--- src/rtl/xpar_arb_pkg.sv ---
// xpar_arb shared definitions: widths, master ids, FSM states.
package xpar_arb_pkg;

    localparam int DEF_PADDR_W = 12;
    localparam int DEF_DATA_W  = 16;
    localparam int DEF_TIMEOUT = 255;

    localparam logic ARB_M0 = 1'b0;
    localparam logic ARB_M1 = 1'b1;

    typedef enum logic [1:0] {
        ST_IDLE,
        ST_ACCESS,
        ST_DONE
    } arb_state_t;

endpackage

--- src/rtl/xpar_arb_if.sv ---
// One requester channel of xpar_arb: req/ack handshake plus data.
interface xpar_arb_if
    import xpar_arb_pkg::*;
#(
    parameter int AW = DEF_PADDR_W,
    parameter int DW = DEF_DATA_W
);
    logic          req;
    logic          we;
    logic [AW-1:0] addr;
    logic [DW-1:0] wdata;
    logic          ack;
    logic          err;
    logic [DW-1:0] rdata;

    modport master (
        output req, we, addr, wdata,
        input  ack, err, rdata
    );

    modport slave (
        input  req, we, addr, wdata,
        output ack, err, rdata
    );
endinterface

--- src/rtl/xpar_arb_pick2.sv ---
// Two-way round-robin pick: on a tie the master not served
// last (i_rr holds the last-served id) wins.
module xrr_pick2
    import xpar_arb_pkg::*;
(
    input  logic i_req0,
    input  logic i_req1,
    input  logic i_rr,
    output logic o_valid,
    output logic o_id
);
    assign o_valid = i_req0 | i_req1;

    always_comb begin
        o_id = ARB_M0;
        priority case (1'b1)
            i_req0 && i_req1: o_id = ~i_rr;
            i_req1:           o_id = ARB_M1;
            default:          o_id = ARB_M0;
        endcase
    end
endmodule

--- src/rtl/xpar_arb.sv ---
// xpar_arb: serialises two masters onto the external parallel
// port, running each access as a strobe/ack handshake with timeout.
module xpar_arb
    import xpar_arb_pkg::*;
#(
    parameter int PADDR_W = DEF_PADDR_W,
    parameter int DATA_W  = DEF_DATA_W,
    parameter int TIMEOUT = DEF_TIMEOUT
) (
    input  logic               i_clk,
    input  logic               i_rst,
    xpar_arb_if.slave          m0,
    xpar_arb_if.slave          m1,
    output logic [PADDR_W-1:0] o_par_addr,
    output logic [DATA_W-1:0]  o_par_out,
    output logic               o_par_re,
    output logic               o_par_we,
    input  logic [DATA_W-1:0]  i_par_in,
    input  logic               i_par_ack
);
    localparam int CNT_W = (TIMEOUT > 1) ? $clog2(TIMEOUT) : 1;
    localparam logic [CNT_W-1:0] CNT_LAST =
        CNT_W'((TIMEOUT > 0) ? TIMEOUT - 1 : 0);
    localparam bit TMO_EN = (TIMEOUT != 0);

    arb_state_t         r_state;
    logic               r_own;
    logic               r_rr;
    logic               r_we;
    logic [PADDR_W-1:0] r_addr;
    logic [DATA_W-1:0]  r_wdata;
    logic [CNT_W-1:0]   r_cnt;
    logic               r_re;
    logic               r_wr;
    logic               r_ack0;
    logic               r_ack1;
    logic               r_err0;
    logic               r_err1;
    logic [DATA_W-1:0]  r_rd0;
    logic [DATA_W-1:0]  r_rd1;

    logic               w_gnt;
    logic               w_id;
    logic               w_we;
    logic [PADDR_W-1:0] w_addr;
    logic [DATA_W-1:0]  w_wdata;
    logic               w_tmo;
    logic               w_fin;
    logic               w_o0;

    xrr_pick2 u_pick (
        .i_req0  (m0.req),
        .i_req1  (m1.req),
        .i_rr    (r_rr),
        .o_valid (w_gnt),
        .o_id    (w_id)
    );

    assign w_we    = (w_id == ARB_M1) ? m1.we    : m0.we;
    assign w_addr  = (w_id == ARB_M1) ? m1.addr  : m0.addr;
    assign w_wdata = (w_id == ARB_M1) ? m1.wdata : m0.wdata;

    // Slave ack takes priority over an expiring counter.
    assign w_tmo = TMO_EN && !i_par_ack && (r_cnt == CNT_LAST);
    assign w_fin = i_par_ack || w_tmo;
    assign w_o0  = (r_own == ARB_M0);

    always_ff @(posedge i_clk) begin
        if (i_rst) begin
            r_state <= ST_IDLE;
            r_own   <= ARB_M0;
            r_rr    <= ARB_M1;
            r_we    <= 1'b0;
            r_addr  <= '0;
            r_wdata <= '0;
            r_cnt   <= '0;
            r_re    <= 1'b0;
            r_wr    <= 1'b0;
            r_ack0  <= 1'b0;
            r_ack1  <= 1'b0;
            r_err0  <= 1'b0;
            r_err1  <= 1'b0;
            r_rd0   <= '0;
            r_rd1   <= '0;
        end else begin
            r_ack0 <= 1'b0;
            r_ack1 <= 1'b0;
            r_err0 <= 1'b0;
            r_err1 <= 1'b0;
            unique case (r_state)
                ST_IDLE: begin
                    if (w_gnt) begin
                        r_own   <= w_id;
                        r_we    <= w_we;
                        r_addr  <= w_addr;
                        r_wdata <= w_wdata;
                        r_cnt   <= '0;
                        r_re    <= ~w_we;
                        r_wr    <= w_we;
                        r_state <= ST_ACCESS;
                    end
                end
                ST_ACCESS: begin
                    if (w_fin) begin
                        r_re    <= 1'b0;
                        r_wr    <= 1'b0;
                        r_ack0  <= w_o0;
                        r_ack1  <= ~w_o0;
                        r_err0  <= w_o0 && !i_par_ack;
                        r_err1  <= !w_o0 && !i_par_ack;
                        r_state <= ST_DONE;
                        if (i_par_ack && !r_we) begin
                            if (w_o0) r_rd0 <= i_par_in;
                            else      r_rd1 <= i_par_in;
                        end
                    end else begin
                        r_cnt <= r_cnt + CNT_W'(1);
                    end
                end
                ST_DONE: begin
                    r_rr    <= r_own;
                    r_state <= ST_IDLE;
                end
                default: r_state <= ST_IDLE;
            endcase
        end
    end

    assign o_par_addr = r_addr;
    assign o_par_out  = r_wdata;
    assign o_par_re   = r_re;
    assign o_par_we   = r_wr;

    assign m0.ack   = r_ack0;
    assign m0.err   = r_err0;
    assign m0.rdata = r_rd0;
    assign m1.ack   = r_ack1;
    assign m1.err   = r_err1;
    assign m1.rdata = r_rd1;
endmodule

--- src/flat_wrapper.sv ---
// flat-port wrapper written by rule: the top's interface ports become plain ports
module xpar_arb_flat import xpar_arb_pkg::*;
#(
    parameter int PADDR_W = DEF_PADDR_W,
    parameter int DATA_W  = DEF_DATA_W,
    parameter int TIMEOUT = DEF_TIMEOUT
)
  (i_clk, i_rst, o_par_addr, o_par_out, o_par_re, o_par_we, i_par_in, i_par_ack, m0_req, m0_we, m0_addr, m0_wdata, m0_ack, m0_err, m0_rdata, m1_req, m1_we, m1_addr, m1_wdata, m1_ack, m1_err, m1_rdata);
  xpar_arb_if m0_i ();
  xpar_arb_if m1_i ();
  input  logic i_clk;
  input  logic i_rst;
  output logic [PADDR_W-1:0] o_par_addr;
  output logic [DATA_W-1:0] o_par_out;
  output logic o_par_re;
  output logic o_par_we;
  input  logic [DATA_W-1:0] i_par_in;
  input  logic i_par_ack;
  input wire logic [$bits(m0_i.req)-1:0] m0_req;
  input wire logic [$bits(m0_i.we)-1:0] m0_we;
  input wire logic [$bits(m0_i.addr)-1:0] m0_addr;
  input wire logic [$bits(m0_i.wdata)-1:0] m0_wdata;
  output wire logic [$bits(m0_i.ack)-1:0] m0_ack;
  output wire logic [$bits(m0_i.err)-1:0] m0_err;
  output wire logic [$bits(m0_i.rdata)-1:0] m0_rdata;
  input wire logic [$bits(m1_i.req)-1:0] m1_req;
  input wire logic [$bits(m1_i.we)-1:0] m1_we;
  input wire logic [$bits(m1_i.addr)-1:0] m1_addr;
  input wire logic [$bits(m1_i.wdata)-1:0] m1_wdata;
  output wire logic [$bits(m1_i.ack)-1:0] m1_ack;
  output wire logic [$bits(m1_i.err)-1:0] m1_err;
  output wire logic [$bits(m1_i.rdata)-1:0] m1_rdata;
  assign m0_i.req = m0_req;
  assign m0_i.we = m0_we;
  assign m0_i.addr = m0_addr;
  assign m0_i.wdata = m0_wdata;
  assign m0_ack = m0_i.ack;
  assign m0_err = m0_i.err;
  assign m0_rdata = m0_i.rdata;
  assign m1_i.req = m1_req;
  assign m1_i.we = m1_we;
  assign m1_i.addr = m1_addr;
  assign m1_i.wdata = m1_wdata;
  assign m1_ack = m1_i.ack;
  assign m1_err = m1_i.err;
  assign m1_rdata = m1_i.rdata;
  xpar_arb #(.PADDR_W(PADDR_W), .DATA_W(DATA_W), .TIMEOUT(TIMEOUT)) u_core (.i_clk(i_clk), .i_rst(i_rst), .m0(m0_i), .m1(m1_i), .o_par_addr(o_par_addr), .o_par_out(o_par_out), .o_par_re(o_par_re), .o_par_we(o_par_we), .i_par_in(i_par_in), .i_par_ack(i_par_ack));
endmodule
--- config.mk ---
export PLATFORM = sky130hd
export DESIGN_NAME = xpar_arb_flat
export DESIGN_NICKNAME = d
export VERILOG_FILES = /design/src/rtl/xpar_arb_pkg.sv /design/src/rtl/xpar_arb_if.sv /design/src/rtl/xpar_arb_pick2.sv /design/src/rtl/xpar_arb.sv /design/src/flat_wrapper.sv
export SDC_FILE = /design/constraint.sdc
export NUM_CORES = 1
export LEC_CHECK = 0
export BUFFER_PORTS_ARGS = -buffer_cell sky130_fd_sc_hd__buf_4
export CORE_ASPECT_RATIO = 1.5
export CORE_UTILIZATION = 47
export CTS_CLUSTER_DIAMETER = 50
export CTS_CLUSTER_SIZE = 30
export DETAILED_ROUTE_END_ITERATION = 6
export GPL_TIMING_DRIVEN = 0
export PLACE_DENSITY = 0.8
export REMOVE_ABC_BUFFERS = 1
export SETUP_SLACK_MARGIN = 0.15
export SLEW_MARGIN = 20
export SYNTH_ARGS = -nofsm -noshare
export SYNTH_HDL_FRONTEND = slang
export SYNTH_SLANG_ARGS = --single-unit
--- constraint.sdc ---
create_clock -name i_clk -period 2.4 [get_ports i_clk]
set_clock_uncertainty 0.1 [all_clocks]
set_input_delay 0.48 -clock i_clk [delete_from_list [all_inputs] [get_ports i_clk]]
set_output_delay 0.48 -clock i_clk [all_outputs]
set_load 0.03 [all_outputs]
# After elaboration in Yosys (flattened, before gate mapping)
# Cells that the tools add are included.
[totals]
in_bits = 79
elab_cells = 61
reg_bits = 79
[classes]
eq_ne = 6
addsub = 1
muxes = 16
bitwise_logic = 6
n_reduce_logical = 17
[op_table]
columns = ["operator", "n"]
rows = [
  ["2-to-1 mux 16 bit", 1],
  ["2-to-1 mux 8 bit", 2],
  ["case mux 8 bit (2 select lines)", 1],
  ["2-to-1 mux 12 bit", 1],
  ["adder 8 x 1 -> 8 bit, second input constant", 1],
  ["== test 8 bit, second input constant", 1],
  ["AND reduction 4 bit", 2],
  ["2-to-1 mux 1 bit", 6],
  ["AND reduction 3 bit", 2],
  ["logical AND 1 bit", 5],
  ["inverter 1 bit", 5],
  ["2-to-1 mux 2 bit", 2],
  ["!= test 2 bit, second input constant", 2],
  ["case mux 1 bit (2 select lines)", 2],
  ["case mux 2 bit (2 select lines)", 1],
  ["AND reduction 2 bit", 2],
  ["OR reduction 3 bit", 1],
  ["== test 2 x 1 -> 1 bit, second input constant", 1],
  ["== test 2 bit, second input constant", 1],
  ["logical NOT 1 bit", 2],
  ["logical NOT 2 bit", 1],
  ["!= test 2 x 1 -> 1 bit, second input constant", 1],
  ["nonzero test 2 bit", 1],
  ["logical OR 1 bit", 1],
  ["bitwise OR 1 bit", 1],
]

# Logic depth before layout (Yosys ltp)
[logic_depth]
word_depth = 6
mapped_depth = 6
mapped_depth_nobuf = 6

# Cells and area by module
# A second synthesis with hierarchy kept.
[hier_totals]
cells_unflattened = 364
area_unflattened_um2 = 3250.6
[by_module_without_submodules]
columns = ["module", "area_per_inst_um2", "seq_area_each_um2", "cells_per_inst", "n_inst"]
rows = [
  ["xpar_arb", 3236.9, 1581.5, 362, 1],
  ["xrr_pick2", 13.8, 0.0, 2, 1],
]

# Least setup slack after synthesis
# No wires, ideal clock.
[synth_timing]
path_type = "flip-flop to flip-flop"
from = "register u_core.r_cnt[0]"
to = "register u_core.r_cnt[6]"
arrival_time_ps = 1541
synth_period_minus_slack_ps = 1715
path_slack_ps = 685
stages_incl_launch_ff = 7
n_path_buf = 0
cell_sequence = "dfxtp_1 inv_1 ha_1 and4_4 a2111oi_4 a41oi_1 a31oi_1"
[synth_via]
elab_chain_cells = 5
word_cells_on_any_way = 8
cone_classes = "add/sub (1); eq/ne (2); mux (2); reduce/logical (3)"
[synth_rtl]
columns = ["element", "line_no", "rtl"]
rows = [
  ["start: declaration", "xpar_arb.sv:32", "logic [CNT_W-1:0] r_cnt;"],
  ["start signal: assignment", "xpar_arb.sv:117", "r_cnt <= r_cnt + CNT_W'(1);"],
  ["parallel branches: the longest is 5 deep, another holds adder 8 x 1 -> 8 bit", "-", ""],
]
# Several ways; the timed one is not identified. The select of a mux whose other input is x is not followed.
# A chain may end at the register's enable or synchronous reset.

# Worst setup path in the final report
[layout_timing]
from = "register u_core.r_cnt[0]"
to = "register u_core.r_cnt[3]"
# The elaborated chain is that of the path after synthesis.

==> impl_metrics.py <==
metrics = {
    "critical_path": {
        "reg2reg_depth": 6,
        "crit_end": "u_core.r_cnt[3]$_SDFFE_PP0P_",
        "crit_arrival_ps": 2150,
        "ff2ff_setup_slack_ps": 420,
        "start_kind": "register",
        "crit_fanout": 6,
        "r2r_end": "u_core.r_cnt[3]$_SDFFE_PP0P_",
        "reg2reg_from": "u_core.r_cnt[0]$_SDFFE_PP0P_",
        "startpoint": "u_core.r_cnt[0]$_SDFFE_PP0P_",
        "crit_path_end_kind": "register",
        "path_class": "register to register",
        "cp.required_ps": 2570,
    },
    "sta": {
        "setup_viol": 0,
        "hold_viol_final": 0,
        "slew_violations": 0,
        "final.period_utilization": 0.823,
        "fmax_mhz": 506,
        "postLayoutSetupSlackWorst_ps": 425,
        "period_needed_ps": 1980,
        "worstMarginPinSlew_ps": 741,
        "rsz0062_at_grt": "false",
        "max-slew-margin-rel": 0.506,
    },
    "logic_synthesis": {
        "synthSimpleGateAreaFrac": 0.138,
        "async_reset_ff_frac": 0,
        "syn_area_per_cell_um2": 10.0,
        "ys.flop_type": "dfxtp_1",
        "ys_seq_area_frac": 0.494,
        "ys_ff_latch": 79,
        "synth_cell_type_count": 36,
        "synthMuxAreaShare": 0.187,
        "synth_compound_area_frac": 0.127,
        "synth.cell_area_um2": 3200,
        "synthAdderAreaFrac": 0.00781,
        "yosys_warnings": 0,
        "synth_xor_area_frac": 0,
        "synthCells": 320,
        "synth_edf_count": 0,
        "synth_top_family_by_area": "multiplexers",
    },
    "clocking": {
        "post_cts_buffers": 0,
        "cts-buffers-inserted": 9,
        "clock_latency_ps": 340,
        "hold_buffers": 0,
        "numClockSinks": 79,
        "clkTransAtPathRegs_ps": 80,
        "cts_root_buf": "clkbuf_8",
        "cts_tree": "built",
        "htree_levels": 3,
        "cts_buffer_depth": 2,
        "postCtsResizedCells": 0,
    },
    "worst_hold_path": {
        "hold_class": "primary input to register",
    },
    "placed_design": {
        "portBuffers": 144,
        "dp_worst_setup_slack_ps": 405,
        "dpl.hpwl_um": 5750,
        "placed_cells": 522,
        "globalplace.congestion": 0.802,
    },
    "routing": {
        "vias_per_cell": 5.27,
        "drt_first_pass_iters": 4,
        "totalWireLength_um": 7870,
        "wl_per_cell_um": 14.6,
        "vias": 2836,
        "first_iter_violations": 161,
        "ant_nets": 0,
        "remaining_drc_errors": 0,
    },
    "layout": {
        "final_net_count": 538,
        "mostFrequentLayoutCell": "buf_4",
        "diodes": 0,
        "final_cells": 538,
        "drive_above_1_share": 0.364,
        "area_growth_pct": 40.7,
        "layout_common_cells": "144 x buf_4, 79 x dfxtp_1, 66 x nor2_1, 60 x mux2i_1, 29 x a211oi_1",
    },
    "grt": {
        "overflow": 0,
        "grt_antenna_before_repair": 0,
        "grt_max_degree": 72,
        "groute.usage.overall": 0.216,
        "grt_pass1_vias": 2603,
        "grt_pass1_wl_um": 12100,
    },
    "pwr": {
        "p_leak_nw": 2.09,
        "power_density_nw_per_um2": 681,
        "irDropWorstVdd_mv": 0.440,
    },
    "floorplanning": {
        "ios": 145,
        "die_area_um2": 7160,
        "core_um2": 6530,
        "initial_utilization": 0.491,
        "die_h_um": 103,
        "num_rows": 36,
        "die_x_um": 69.4,
    },
    "run_status": {
        "status": "complete, no violations",
    },
    "job": {
        "drv_cap": 0,
    },
}
routing by layer:
metal  vias up  GRT usage  routed length [um]
met5         -          0                   0
met4         0      0.113                 178
met3        13     0.0469                 351
met2        94      0.380                4200
met1      1316      0.245                3150
li1       1413          -                   -
worst max-delay path: stages (launching register included):
cell and delay, ps:
dfxtp_1 430, inv_1 90, ha_1 210, and4_4 210, a2111oi_4 530, a41oi_1 180
a31oi_1 160
layout make-up:
cell class | count | area, um^2
Clock buffer | 11 | 141
Clock inverter | 5 | 57.6
Fill cell | 531 | 2020
Inverter | 5 | 18.8
Multi-Input combinational cell | 216 | 1490
Sequential cell | 79 | 1580
Tap cell | 76 | 95.1
Timing Repair Buffer | 146 | 1130
Yosys cell counts, types with 5 or more instances:
cell	n	share of area
dfxtp_1	79	0.49
a211oi_1	29	0.068
nand3_1	7	0.011
clkbuf_1	7	0.0082
buf_2	7	0.011
mux2i_1	60	0.19
nand2b_1	5	0.0098
inv_1	5	0.0059
nand2_1	7	0.0082
a31oi_1	6	0.012
a21oi_1	7	0.011
nor2_1	66	0.077
registers in the layout (all words and copies together), names as in the netlist, 2 cells and up:
signal             cells
u_core.o_par_out      16
u_core.o_par_addr     12
u_core.m1.rdata       16
u_core.r_state         2
u_core.r_cnt           8
u_core.m0.rdata       16
worst min-delay path by stage:
stage | start | cells after the start | endpoint
floorplan | u_core.r_cnt[6]$_SDFFE_PP0P_ | 1 | u_core.r_cnt[6]$_SDFFE_PP0P_
global placement | u_core.r_cnt[6]$_SDFFE_PP0P_ | 1 | u_core.r_cnt[6]$_SDFFE_PP0P_
detailed placement | u_core.r_cnt[6]$_SDFFE_PP0P_ | 1 | u_core.r_cnt[6]$_SDFFE_PP0P_
CTS | i_par_ack | 2 | u_core.m0.err$_SDFF_PP0_
global route | i_par_ack | 2 | u_core.m0.err$_SDFF_PP0_
finish | i_par_in[7] | 3 | u_core.m1.rdata[7]$_SDFFE_PP0P_
cells by family after synthesis:
| family | Yosys count |
|---|---|
| DFF | 79 |
| and+or+nand+nor | 99 |
| muxes | 60 |
| adders and majority gates | 2 |
| buffers and inverters | 25 |
| AOI/OAI and AO/OA | 55 |
report_power, final:
part	internal [mW]	switching [mW]	total, mW
registers	1.39	0.0470	1.44
logic	0.282	0.366	0.648
clock network	0.507	0.476	0.983
stage by stage:
stage	setup TNS, ps	util	hold slack (ps)	instance area, um^2	power, mW
after floorplan	-18.2	-	334	3080	1.81
after global placement	-12320	0.651	346	4250	2.09
after detailed placement	0	0.660	363	4310	2.12
after CTS	0	0.690	253	4510	3.09
after global routing	0	0.690	251	4510	3.20
final	0	0.690	275	4510	3.07
Power figures use the tool's default switching activity.
